File: src/rtl/openram_testchip_control.sv
// Control block of the OpenRAM test chip: holds one 112-bit SRAM command packet,
// loaded from the LA or GPIO scan, drives the shared SRAM buses and captures read data.
module openram_testchip_control (
    input  logic         la_clk,
    input  logic         reset,
    input  logic         in_select,
    input  logic         la_in_load,
    input  logic         la_sram_load,
    input  logic [111:0] la_data_in,
    input  logic         gpio_in,
    input  logic         gpio_scan,
    input  logic         gpio_sram_load,
    input  logic [31:0]  sram0_data0,
    input  logic [31:0]  sram0_data1,
    input  logic [31:0]  sram1_data0,
    input  logic [31:0]  sram1_data1,
    input  logic [31:0]  sram2_data0,
    input  logic [31:0]  sram2_data1,
    input  logic [31:0]  sram3_data0,
    input  logic [31:0]  sram3_data1,
    input  logic [31:0]  sram4_data0,
    input  logic [31:0]  sram4_data1,
    input  logic [31:0]  sram5_data0,
    input  logic [31:0]  sram5_data1,
    input  logic [31:0]  sram6_data0,
    input  logic [31:0]  sram6_data1,
    input  logic [31:0]  sram7_data0,
    input  logic [31:0]  sram7_data1,
    input  logic [31:0]  sram8_data0,
    input  logic [31:0]  sram8_data1,
    input  logic [31:0]  sram9_data0,
    input  logic [31:0]  sram9_data1,
    input  logic [31:0]  sram10_data0,
    input  logic [31:0]  sram10_data1,
    input  logic [31:0]  sram11_data0,
    input  logic [31:0]  sram11_data1,
    input  logic [31:0]  sram12_data0,
    input  logic [31:0]  sram12_data1,
    input  logic [31:0]  sram13_data0,
    input  logic [31:0]  sram13_data1,
    input  logic [31:0]  sram14_data0,
    input  logic [31:0]  sram14_data1,
    input  logic [31:0]  sram15_data0,
    input  logic [31:0]  sram15_data1,
    output logic [15:0]  left_addr0,
    output logic [15:0]  left_addr1,
    output logic [31:0]  left_din0,
    output logic [31:0]  left_din1,
    output logic         left_web0,
    output logic         left_web1,
    output logic [3:0]   left_wmask0,
    output logic [3:0]   left_wmask1,
    output logic [15:0]  left_csb0,
    output logic [15:0]  left_csb1,
    output logic [15:0]  right_addr0,
    output logic [31:0]  right_din0,
    output logic         right_web0,
    output logic [3:0]   right_wmask0,
    output logic [15:0]  right_csb0,
    output logic [111:0] la_data_out,
    output logic         gpio_out
);

    // Reset packet: both ports deselected and in read mode.
    localparam logic [111:0] RST_PKT = (112'd1 << 59) | (112'd1 << 58) | (112'd1 << 5) | (112'd1 << 4);

    logic [111:0] packet_q, packet_d;
    logic [3:0]   sel;
    logic [15:0]  addr0, addr1;
    logic [31:0]  din0, din1;
    logic         csb0, web0, csb1, web1;
    logic [3:0]   wmask0, wmask1;
    logic         load, sram_load;
    logic [31:0]  rd0_arr [16];
    logic [31:0]  rd1_arr [16];
    logic [31:0]  rd0, rd1;

    assign sel    = packet_q[111:108];
    assign addr0  = packet_q[107:92];
    assign din0   = packet_q[91:60];
    assign csb0   = packet_q[59];
    assign web0   = packet_q[58];
    assign wmask0 = packet_q[57:54];
    assign addr1  = packet_q[53:38];
    assign din1   = packet_q[37:6];
    assign csb1   = packet_q[5];
    assign web1   = packet_q[4];
    assign wmask1 = packet_q[3:0];

    assign rd0_arr[0]  = sram0_data0;   assign rd1_arr[0]  = sram0_data1;
    assign rd0_arr[1]  = sram1_data0;   assign rd1_arr[1]  = sram1_data1;
    assign rd0_arr[2]  = sram2_data0;   assign rd1_arr[2]  = sram2_data1;
    assign rd0_arr[3]  = sram3_data0;   assign rd1_arr[3]  = sram3_data1;
    assign rd0_arr[4]  = sram4_data0;   assign rd1_arr[4]  = sram4_data1;
    assign rd0_arr[5]  = sram5_data0;   assign rd1_arr[5]  = sram5_data1;
    assign rd0_arr[6]  = sram6_data0;   assign rd1_arr[6]  = sram6_data1;
    assign rd0_arr[7]  = sram7_data0;   assign rd1_arr[7]  = sram7_data1;
    assign rd0_arr[8]  = sram8_data0;   assign rd1_arr[8]  = sram8_data1;
    assign rd0_arr[9]  = sram9_data0;   assign rd1_arr[9]  = sram9_data1;
    assign rd0_arr[10] = sram10_data0;  assign rd1_arr[10] = sram10_data1;
    assign rd0_arr[11] = sram11_data0;  assign rd1_arr[11] = sram11_data1;
    assign rd0_arr[12] = sram12_data0;  assign rd1_arr[12] = sram12_data1;
    assign rd0_arr[13] = sram13_data0;  assign rd1_arr[13] = sram13_data1;
    assign rd0_arr[14] = sram14_data0;  assign rd1_arr[14] = sram14_data1;
    assign rd0_arr[15] = sram15_data0;  assign rd1_arr[15] = sram15_data1;

    assign rd0 = rd0_arr[sel];
    assign rd1 = rd1_arr[sel];

    // Only the selected source's controls are honoured.
    assign load      = in_select ? gpio_scan      : la_in_load;
    assign sram_load = in_select ? gpio_sram_load : la_sram_load;

    always_comb begin
        packet_d = packet_q;
        if (load) begin
            packet_d = in_select ? {packet_q[110:0], gpio_in} : la_data_in;
        end else if (sram_load) begin
            if (!csb0 && web0) packet_d[91:60] = rd0;
            if (!csb1 && web1) packet_d[37:6]  = rd1;
        end
    end

    always_ff @(posedge la_clk) begin
        if (reset) packet_q <= RST_PKT;
        else       packet_q <= packet_d;
    end

    assign left_addr0   = addr0;
    assign left_din0    = din0;
    assign left_web0    = web0;
    assign left_wmask0  = wmask0;
    assign left_addr1   = addr1;
    assign left_din1    = din1;
    assign left_web1    = web1;
    assign left_wmask1  = wmask1;
    assign right_addr0  = addr0;
    assign right_din0   = din0;
    assign right_web0   = web0;
    assign right_wmask0 = wmask0;

    // Slots 0-7 hang off the dual-port left bus, 8-15 off the single-port right bus.
    always_comb begin
        left_csb0  = '1;
        left_csb1  = '1;
        right_csb0 = '1;
        if (!sel[3]) begin
            left_csb0[sel] = csb0;
            left_csb1[sel] = csb1;
        end else begin
            right_csb0[sel] = csb0;
        end
    end

    assign la_data_out = {4'b0, packet_q[107:0]};
    assign gpio_out    = packet_q[111];

endmodule

File: config.mk
export PLATFORM = sky130hd
export DESIGN_NAME = openram_testchip_control
export DESIGN_NICKNAME = d
export VERILOG_FILES = /design/src/rtl/openram_testchip_control.sv
export SDC_FILE = /design/constraint.sdc
export NUM_CORES = 1
export LEC_CHECK = 0
export BUFFER_PORTS_ARGS = -buffer_cell sky130_fd_sc_hd__buf_4
export CORE_AREA = 2 2 564 566
export DETAILED_ROUTE_END_ITERATION = 7
export DIE_AREA = 0 0 566 568
export PLACE_DENSITY = 0.3
export SLEW_MARGIN = 20
export SYNTH_ARGS = -nofsm -noshare
export SYNTH_HDL_FRONTEND = slang
export SYNTH_SLANG_ARGS = --single-unit
File: constraint.sdc
create_clock -name la_clk -period 5.15 [get_ports la_clk]
set_clock_uncertainty 0.2 [all_clocks]
set_input_delay 1.03 -clock la_clk [delete_from_list [all_inputs] [get_ports la_clk]]
set_output_delay 1.03 -clock la_clk [all_outputs]
set_load 0.01 [all_outputs]
==> results.json, run 1 <==
{
  "run_status": "complete, no violations",
  "whs_ns": 0.360,
  "period_share_pct": 76.5,
  "grtUsageTotal_pct": 14.9,
  "post_cts_buffers": 0,
  "top_register": "packet_q",
  "power_switching_mw": 2.55,
  "nets": 4026,
  "wl_mm": 250,
  "ctsRootBufferMaster": "clkbuf_16",
  "power_frac_seq_pct": 23.4,
  "path_buf_inv": 1,
  "numCtsBuffers": 9,
  "grt_max_degree": 65,
  "htreeDepth": 3,
  "path_class": "reg2out",
  "rows": 207,
  "register_area_um2": 2250,
  "gp_congestion": 0.946,
  "fin_area_um2": 31000,
  "place_ws_ns": 1.03,
  "syn_area_um2": 16600,
  "drc": 0,
  "fmax_mhz": 254,
  "ctsHoldBuffers": 0,
  "die_area_um2": 321000,
  "area_growth_pct": 86.5,
  "dp_hpwl_mm": 224,
  "setup_viol": 0,
  "port_buffers": 1435,
  "chipWidth_um": 566,
  "p_int_mw": 2.82,
  "worstPathRequired_ns": 3.92,
  "post_cts_resize_count": 0,
  "initialDrtViolationCount": 1834,
  "max_stage_delay_ns": 1.04,
  "die_h_um": 568,
  "vias_per_cell": 3.10,
  "detail-route-antenna-nets": 0,
  "slew_violations": 0,
  "crit_family": "flip-flops",
  "antenna_found_initial": 317,
  "critical-path-slowest-cell": "dfxtp_4",
  "clkTransAtPathRegs_ns": 0.14,
  "syn_avg_cell_area_um2": 9.13,
  "grt_setup_unrepaired": "false",
  "cts.sinks": 112,
  "clock_latency_ns": 0.49,
  "p_comb_share_pct": 59.4,
  "synth-seq-cells": 112,
  "coreArea_um2": 316000,
  "clock_path_buffers": 2,
  "crit_fanout": 33,
  "largestRegisters": "packet_q x112",
  "multiInputGateArea_um2": 11200,
  "yosysSeqAreaShare_pct": 13.5,
  "synth_cell_type_count": 36,
  "arrival_ns": 2.71,
  "hold_class": "reg2reg",
  "startpoint_type": "flop",
  "grt_overflow": 0,
  "final.fill_count": 36900,
  "setup_ws_ns": 1.21,
  "end_kind": "primary output",
  "pwr-share-clk_pct": 17.3,
  "cp_cell_sequence": "nor2b_1 > nand2_1 > buf_4",
  "layout-drive-gt1-share_pct": 58.1,
  "synth-warning-count": 0,
  "hold_viol": 0,
  "powerDensity_nw_per_um2": 173,
  "pin_count": 1464,
  "largest_register_ffs": 112,
  "grt_pass1_vias": 21800,
  "switching_share_pct": 47.5,
  "cts_tree": "done",
  "peakVddDrop_mv": 0.215,
  "initial_utilization_pct": 5.25,
  "p_leak_nw": 11.9,
  "tightest_slew_ns": 1.26,
  "drv_cap": 0,
  "drtPass1Iterations": 5,
  "slew_headroom_pct": 16.1,
  "tns_ns": 0,
  "grt_pass1_wl_mm": 300,
  "wl_per_cell_um": 34.9,
  "dpl_cell_area_um2": 30400,
  "synthCells": 1818,
  "vias": 22200,
  "finalCriticalPeriod_ns": 3.94
}
cell families (layout without fill, tap and decap cells):
logic type	count (synthesis)	in the layout	share of synthesized area [%]
simple gates	227	227	5.56
buf+inv	545	1588	20.0
other cells	2	123	0.0452
mux	498	498	39.8
flops	112	112	13.5
compound gates	434	434	21.1
final cells by class:
cell class                      instances  share of cell area [%]
Inverter                               66                   0.800
Sequential cell                       112                    7.27
Tap cell                             4180                    16.9
Clock buffer                            9                   0.727
Antenna cell                           95                   0.768
Multi-Input combinational cell       1187                    36.2
Timing Repair Buffer                 1506                    37.1
Clock inverter                          7                   0.271
cell usage after synthesis:
| cell | count | share of area [%] |
|---|---|---|
| buf_1 | 6 | 0.14 |
| buf_2 | 57 | 1.7 |
| nor3b_1 | 2 | 0.090 |
| nor3b_2 | 1 | 0.075 |
| inv_1 | 66 | 1.5 |
| mux2i_4 | 1 | 0.14 |
| a211oi_1 | 108 | 4.9 |
| buf_4 | 296 | 13 |
| o21ai_0 | 2 | 0.060 |
| nor2b_1 | 5 | 0.19 |
| mux2i_1 | 368 | 22 |
| or2_1 | 1 | 0.038 |
| nor3_1 | 2 | 0.060 |
| nor3_2 | 1 | 0.060 |
| dfxtp_1 | 112 | 14 |
| a32oi_1 | 64 | 3.4 |
| a2111oi_2 | 10 | 0.90 |
| nand2_1 | 30 | 0.68 |
| buf_6 | 13 | 0.88 |
| or3b_2 | 1 | 0.053 |
| o221ai_1 | 64 | 3.4 |
| a211oi_4 | 2 | 0.24 |
| mux4_2 | 128 | 17 |
| nand2b_1 | 4 | 0.15 |
| nand3b_1 | 2 | 0.090 |
| o22ai_1 | 64 | 2.4 |
| a21o_1 | 2 | 0.090 |
| and2_1 | 2 | 0.075 |
| nor2_1 | 174 | 3.9 |
| nand3_1 | 1 | 0.030 |
| a22oi_1 | 64 | 2.9 |
| a2111oi_0 | 54 | 2.8 |
| mux2_2 | 1 | 0.068 |
| clkbuf_1 | 107 | 2.4 |
| and3_1 | 1 | 0.038 |
| conb_1 | 2 | 0.045 |
cells in the final DEF, fill, tap and decap left out, types with 66 or more instances in the layout:
| master | n |
|---|---|
| nor2_1 | 173 |
| diode_2 | 95 |
| a211oi_1 | 108 |
| inv_1 | 66 |
| dfxtp_1 | 110 |
| mux2i_1 | 365 |
| mux4_2 | 128 |
| buf_4 | 1490 |
worst register-to-register path: stages (launching register included):
cell and delay (ns):
dfxtp_4 1.04, buf_12 0.51, mux4_2 0.66, a22oi_1 0.98, a211oi_1 0.17
power groups by stage:
stage | registers [mW] | clock network [mW] | logic (mW)
finish | 1.25 | 0.926 | 3.19
global route | 1.28 | 1.01 | 3.37
CTS | 1.27 | 1.03 | 3.26
detailed placement | 1.29 | 0 | 3.25
global placement | 1.28 | 0 | 3.24
floorplan | 1.07 | 0 | 1.60
routing by layer:
| metal | track usage (%) | vias to the layer above | wire length [µm] |
|---|---|---|---|
| li1 | - | 9024 | - |
| met1 | 17.6 | 10900 | 100000 |
| met2 | 23.9 | 1564 | 113000 |
| met3 | 7.34 | 466 | 28600 |
| met4 | 4.10 | 212 | 6880 |
| met5 | 0 | - | 1360 |
worst paths after layout:
check | slack (ns) | depth (start not counted) | startpoint | to
max | 1.21 | 3 | packet_q[109]$_SDFFE_PP0P_ | right_csb0[10]
min | 0.36 | 2 | packet_q[0]$_SDFFE_PP0P_ | packet_q[0]$_SDFFE_PP0P_
max reg2reg | 1.38 | 4 | packet_q[109]$_SDFFE_PP0P_ | packet_q[82]$_SDFFE_PP0P_
min reg2reg | 0.36 | 2 | packet_q[0]$_SDFFE_PP0P_ | packet_q[0]$_SDFFE_PP0P_
per-stage QoR:
| step | utilization, % | cells | total power, mW |
|---|---|---|---|
| after detailed placement | 9.61 | 7050 | 4.54 |
| after CTS | 9.71 | 7066 | 5.55 |
| after global routing | 9.74 | 7096 | 5.66 |
| after floorplan | - | 1844 | 2.67 |
| final | 9.79 | 7162 | 5.37 |
| after global placement | 9.60 | 7048 | 4.52 |
Note: power is estimated with default switching activity, not from simulation.
==> run 2: changes to the inputs <==
ABC_AREA = 1   (was default)
CORE_AREA = 2 2 573 575   (was 2 2 564 566)
DIE_AREA = 0 0 575 577   (was 0 0 566 568)
clock period = 3.5 ns   (was 5.15 ns; I/O delays follow)
==> results.json, run 2 <==
{
  "run_status": "complete, no violations",
  "reg2reg_slack_ns": 0.77,
  "synth_ff_type": "dfxtp_1",
  "initial_utilization_pct": 5.92,
  "drc": 0,
  "largestRegisters": "packet_q x112",
  "synthCells": 4046,
  "r2r_end": "packet_q[86]$_SDFFE_PP0P_",
  "period_share_pct": 88.4,
  "fmax_mhz": 323,
  "syn_area_um2": 19300,
  "vias": 29700,
  "holdPathEnd": "packet_q[5]$_SDFFE_PP1P_",
  "clkTransAtPathRegs_ns": 0.13,
  "setup_viol": 0,
  "area_growth_pct": 74.3,
  "port_buffers": 1435,
  "coreArea_um2": 326000,
  "rows": 210,
  "syn_avg_cell_area_um2": 4.77,
  "synth_cell_type_count": 24,
  "grt_pass1_vias": 29900,
  "crit_fanout": 8,
  "worstPathRequired_ns": 2.60,
  "async_flop_share_pct": 0,
  "pin_count": 1464,
  "arrival_ns": 2.20,
  "largest_register_ffs": 112,
  "wl_mm": 230,
  "powerDensity_nw_per_um2": 248,
  "die_h_um": 577,
  "slew_violations": 0,
  "chipWidth_um": 575,
  "grt_overflow": 0,
  "antenna_found_initial": 153,
  "drtPass1Iterations": 7,
  "synth_area_leader_cell": "nand2_1",
  "dp_hpwl_mm": 200,
  "clock_path_buffers": 2,
  "yosysMostFrequentCell": "nand2_1",
  "hold_class": "in2reg",
  "final_cell_mix": "nand2_1, buf_4, a21oi_1, nand3_1, inv_1",
  "initialDrtViolationCount": 1801,
  "vias_per_cell": 3.15,
  "die_area_um2": 332000,
  "finalCriticalPeriod_ns": 3.10,
  "ff2ff_path_depth": 8,
  "detail-route-antenna-nets": 0,
  "p_leak_nw": 17.5,
  "grt_pass1_wl_mm": 292,
  "tightest_slew_ns": 0.955,
  "ctsRootBufferMaster": "clkbuf_16",
  "numCtsBuffers": 9,
  "synth_edf_count": 0,
  "synth.area.top_cells": "nand2_1, buf_4, dfxtp_1",
  "wl_per_cell_um": 24.3,
  "grtUsageTotal_pct": 13.3,
  "post_cts_resize_count": 0,
  "final_common_cell": "nand2_1",
  "gp_congestion": 0.852,
  "hold_viol": 0,
  "path_class": "reg2out",
  "startpoint_type": "flop",
  "synth_top_cell_area_share_pct": 50.3,
  "clock_latency_ns": 0.49,
  "layout-drive-gt1-share_pct": 31.0,
  "synth-warning-count": 0,
  "whs_ns": 0.294,
  "slew_headroom_pct": 36.3,
  "r2r-start": "packet_q[109]$_SDFFE_PP0P_",
  "min-delay-start": "la_data_in[5]",
  "htreeDepth": 3,
  "top_register": "packet_q",
  "fin_util_pct": 10.3,
  "nets": 6190,
  "tns_ns": 0,
  "grt_setup_unrepaired": "false",
  "peakVddDrop_mv": 0.260,
  "ctsHoldBuffers": 0,
  "worstHoldPathCells": 3,
  "post_cts_buffers": 0,
  "cts_tree": "done",
  "yosysSeqAreaShare_pct": 11.6,
  "drv_cap": 0,
  "cts.sinks": 112,
  "synth-seq-cells": 112,
  "end_kind": "primary output",
  "synthTopCellsByCount": "nand2_1, buf_4, a21oi_1",
  "grt_max_degree": 115
}
[run 2: changes by cell type after synthesis, sizes merged, moves of 104 or more]
| cell | change |
|---|---|
| mux2i | -369 |
| buf | +104 |
| mux4 | -128 |
| nand3 | +199 |
| a211oi | -110 |
| nand2 | +2558 |
| a21oi | +216 |
[run 2: cells by family (layout without fill, tap and decap cells)]
group | Yosys count | after routing | share of synthesized area, %
DFF | 112 | 112 | 11.6
other | 2 | 67 | 0.0389
and+or+nand+nor | 2907 | 2907 | 57.9
buffers and inverters | 690 | 1669 | 20.7
AOI/OAI and AO/OA | 335 | 335 | 9.69
[run 2: where the power goes]
group	switching (mW)	internal (mW)	leakage, nW
sequential	0.289	1.40	0.924
clock	0.921	0.534	0.154
combinational	3.16	2.03	16.4
[run 2: stage by stage]
step                      total power [mW]  cell area, µm²  instances  worst slack (ns)
after floorplan                       4.09           19400       4072              1.30
after global placement                7.11           33200       9381             0.614
after detailed placement              7.09           33200       9381             0.624
after CTS                             8.67           33500       9397             0.225
after global routing                  9.01           33600       9415             0.197
final                                 8.33           33600       9436             0.405
[run 2: worst max-delay path, stage by stage (launching register included)]
cell,delay [ns]
dfxtp_1,0.63
inv_1,0.14
nor2_4,0.59
nand2_1,0.16
buf_4,0.18
[run 2: worst max path at each step]
stage,startpoint,to,slack [ns]
global placement,in_select,packet_q[61]$_SDFFE_PP0P_,0.61
finish,packet_q[111]$_SDFFE_PP0P_,right_csb0[11],0.40
global route,packet_q[108]$_SDFFE_PP0P_,left_csb1[6],0.20
floorplan,packet_q[108]$_SDFFE_PP0P_,left_csb0[0],1.30
detailed placement,in_select,packet_q[62]$_SDFFE_PP0P_,0.62
CTS,packet_q[108]$_SDFFE_PP0P_,left_csb1[6],0.23
[run 2: final cells by class]
class                      count  area, µm²
clock buffer                   9        225
fill                       39100     292000
tap                         4346       5440
inverter                     125        513
clock inverter                 7       91.3
timing repair buffer        1528      11800
antenna                       39       97.6
multi-input combinational   3270      13200
sequential                   112       2250
[run 2: metal layers]
metal / vias up / routed length, µm / global-route usage [%]
met3: 241 / 15600 / 3.26
met4: 62 / 5430 / 2.75
li1: 14100 / - / -
met2: 1360 / 111000 / 23.3
met1: 14000 / 97700 / 16.2
met5: - / 412 / 0
==> run 3: changes to the inputs <==
GPL_TIMING_DRIVEN = 0   (was default)
==> results.json, run 3 (synthesis results as in run 2) <==
{
  "run_status": "complete, no violations",
  "numCtsBuffers": 9,
  "fmax_mhz": 295,
  "cp_num_cells": 4,
  "tightest_slew_ns": 1.09,
  "end_kind": "primary output",
  "htreeDepth": 3,
  "dp_hpwl_mm": 270,
  "drc": 0,
  "setup_ws_ns": 0.116,
  "crit_family": "simple AND/OR/NAND/NOR gates",
  "worstHoldPathCells": 3,
  "worstPathRequired_ns": 2.60,
  "arrival_ns": 2.48,
  "post_cts_buffers": 0,
  "wl_per_cell_um": 31.3,
  "die_area_um2": 332000,
  "startpoint_type": "flop",
  "initial_utilization_pct": 5.92,
  "p_leak_nw": 19.5,
  "ff2ff_path_depth": 12,
  "grt_pass1_wl_mm": 381,
  "detail-route-antenna-nets": 0,
  "max_stage_delay_ns": 0.60,
  "fin_util_pct": 11.2,
  "hold_viol": 0,
  "total_power_mw": 9.73,
  "final.fill_count": 39000,
  "area_growth_pct": 89.9,
  "final_cell_mix": "nand2_1, buf_4, a21oi_1, nand3_1, inv_1",
  "period_share_pct": 96.7,
  "layout-drive-gt1-share_pct": 35.8,
  "rows": 210,
  "nets": 6670,
  "initialDrtViolationCount": 2059,
  "peakVddDrop_mv": 0.315,
  "coreArea_um2": 326000,
  "ctsRootBufferMaster": "clkbuf_16",
  "vias_per_cell": 3.28,
  "finalCriticalPeriod_ns": 3.38,
  "crit_fanout": 10,
  "grt_pass1_vias": 32700,
  "vias": 32600,
  "hold_class": "in2reg",
  "setup_viol": 0,
  "drtPass1Iterations": 5,
  "wl_mm": 312,
  "powerDensity_nw_per_um2": 265,
  "clock_path_buffers": 2,
  "final_common_cell": "nand2_1",
  "clock_latency_ns": 0.48,
  "drv_cap": 0,
  "port_buffers": 1435,
  "slew_violations": 0,
  "top_register": "packet_q",
  "die_h_um": 577,
  "dpl_cell_area_um2": 35900,
  "pin_count": 1464,
  "grtUsageTotal_pct": 18.1,
  "slew_headroom_pct": 27.5,
  "fin_area_um2": 36600,
  "path_class": "reg2out",
  "clkTransAtPathRegs_ns": 0.12,
  "largest_register_ffs": 112,
  "place_ws_ns": -0.926,
  "critical-path-slowest-cell": "nor2_4",
  "largestRegisters": "packet_q x112",
  "cts.sinks": 112,
  "gp_congestion": 0.814,
  "grt_max_degree": 24,
  "cp_cell_sequence": "nor2_4 > clkbuf_2 > nand3_1 > buf_4",
  "chipWidth_um": 575,
  "path_buf_inv": 2,
  "ctsHoldBuffers": 0,
  "tns_ns": 0,
  "grt_overflow": 0,
  "antenna_found_initial": 171,
  "cts_tree": "done"
}
[run 3: changes by cell type in the layout (fill, tap and decap cells not counted), moves of 5 or more]
cell / change
buf_1: +5
buf_12: -18
buf_16: +5
buf_2: +112
buf_4: +270
buf_6: +9
clkbuf_1: +66
clkbuf_2: +21
clkbuf_4: +7
diode_2: +43
inv_6: -5
[run 3: final cells by class]
class                   count  area, µm²  share of cell area [%]
repair buffers           1446      11000                    30.1
multi-input cells        3270      13200                    36.1
well taps                4346       5440                    14.8
clock buffers               9        225                   0.615
flip-flops and latches    112       2250                    6.14
diodes                     82        205                   0.560
inverters                 125        477                    1.30
clock inverters             7       93.8                   0.256
plain buffers             562       3720                    10.1
[run 3: final timing paths]
kind                                   start                         to  slack (ns)
hold reg to reg    packet_q[68]$_SDFFE_PP0P_  packet_q[68]$_SDFFE_PP0P_        0.35
hold / removal                 la_data_in[4]   packet_q[4]$_SDFFE_PP1P_        0.28
setup reg to reg  packet_q[108]$_SDFFE_PP0P_  packet_q[83]$_SDFFE_PP0P_        0.13
setup / recovery  packet_q[110]$_SDFFE_PP0P_               left_csb1[1]        0.12
[run 3: stage by stage]
stage	std cells	hold slack (ns)
global placement	9853	0.320
CTS	9878	0.222
finish	9959	0.284
floorplan	4072	0.273
global route	9906	0.261
detailed placement	9864	0.317
[run 3: power by group]
part / total (mW) / internal (mW) / switching, mW
Sequential: 1.70 / 1.40 / 0.298
Clock: 1.44 / 0.523 / 0.920
Combinational: 6.59 / 2.44 / 4.14
[run 3: what timing repair did]
action                                  4_1_cts  5_1_grt
resized for setup                            72        8
endpoints found under the setup margin       88        8
hold endpoints to repair                      0        0
[run 3: worst min-delay path, delay by kind of cell]
| family | cells | cell delay, ns |
|---|---|---|
| AOI/OAI and AO/OA | 2 | 0.14 |
| buffers and inverters | 1 | 0.08 |
[run 3: routing by layer]
metal,up-vias,GRT usage [%],routed length (µm)
met3,224,3.66,18700
met5,-,0,282
met2,1689,31.8,151000
met1,15600,22.5,135000
li1,15100,-,-
met4,44,3.79,6880
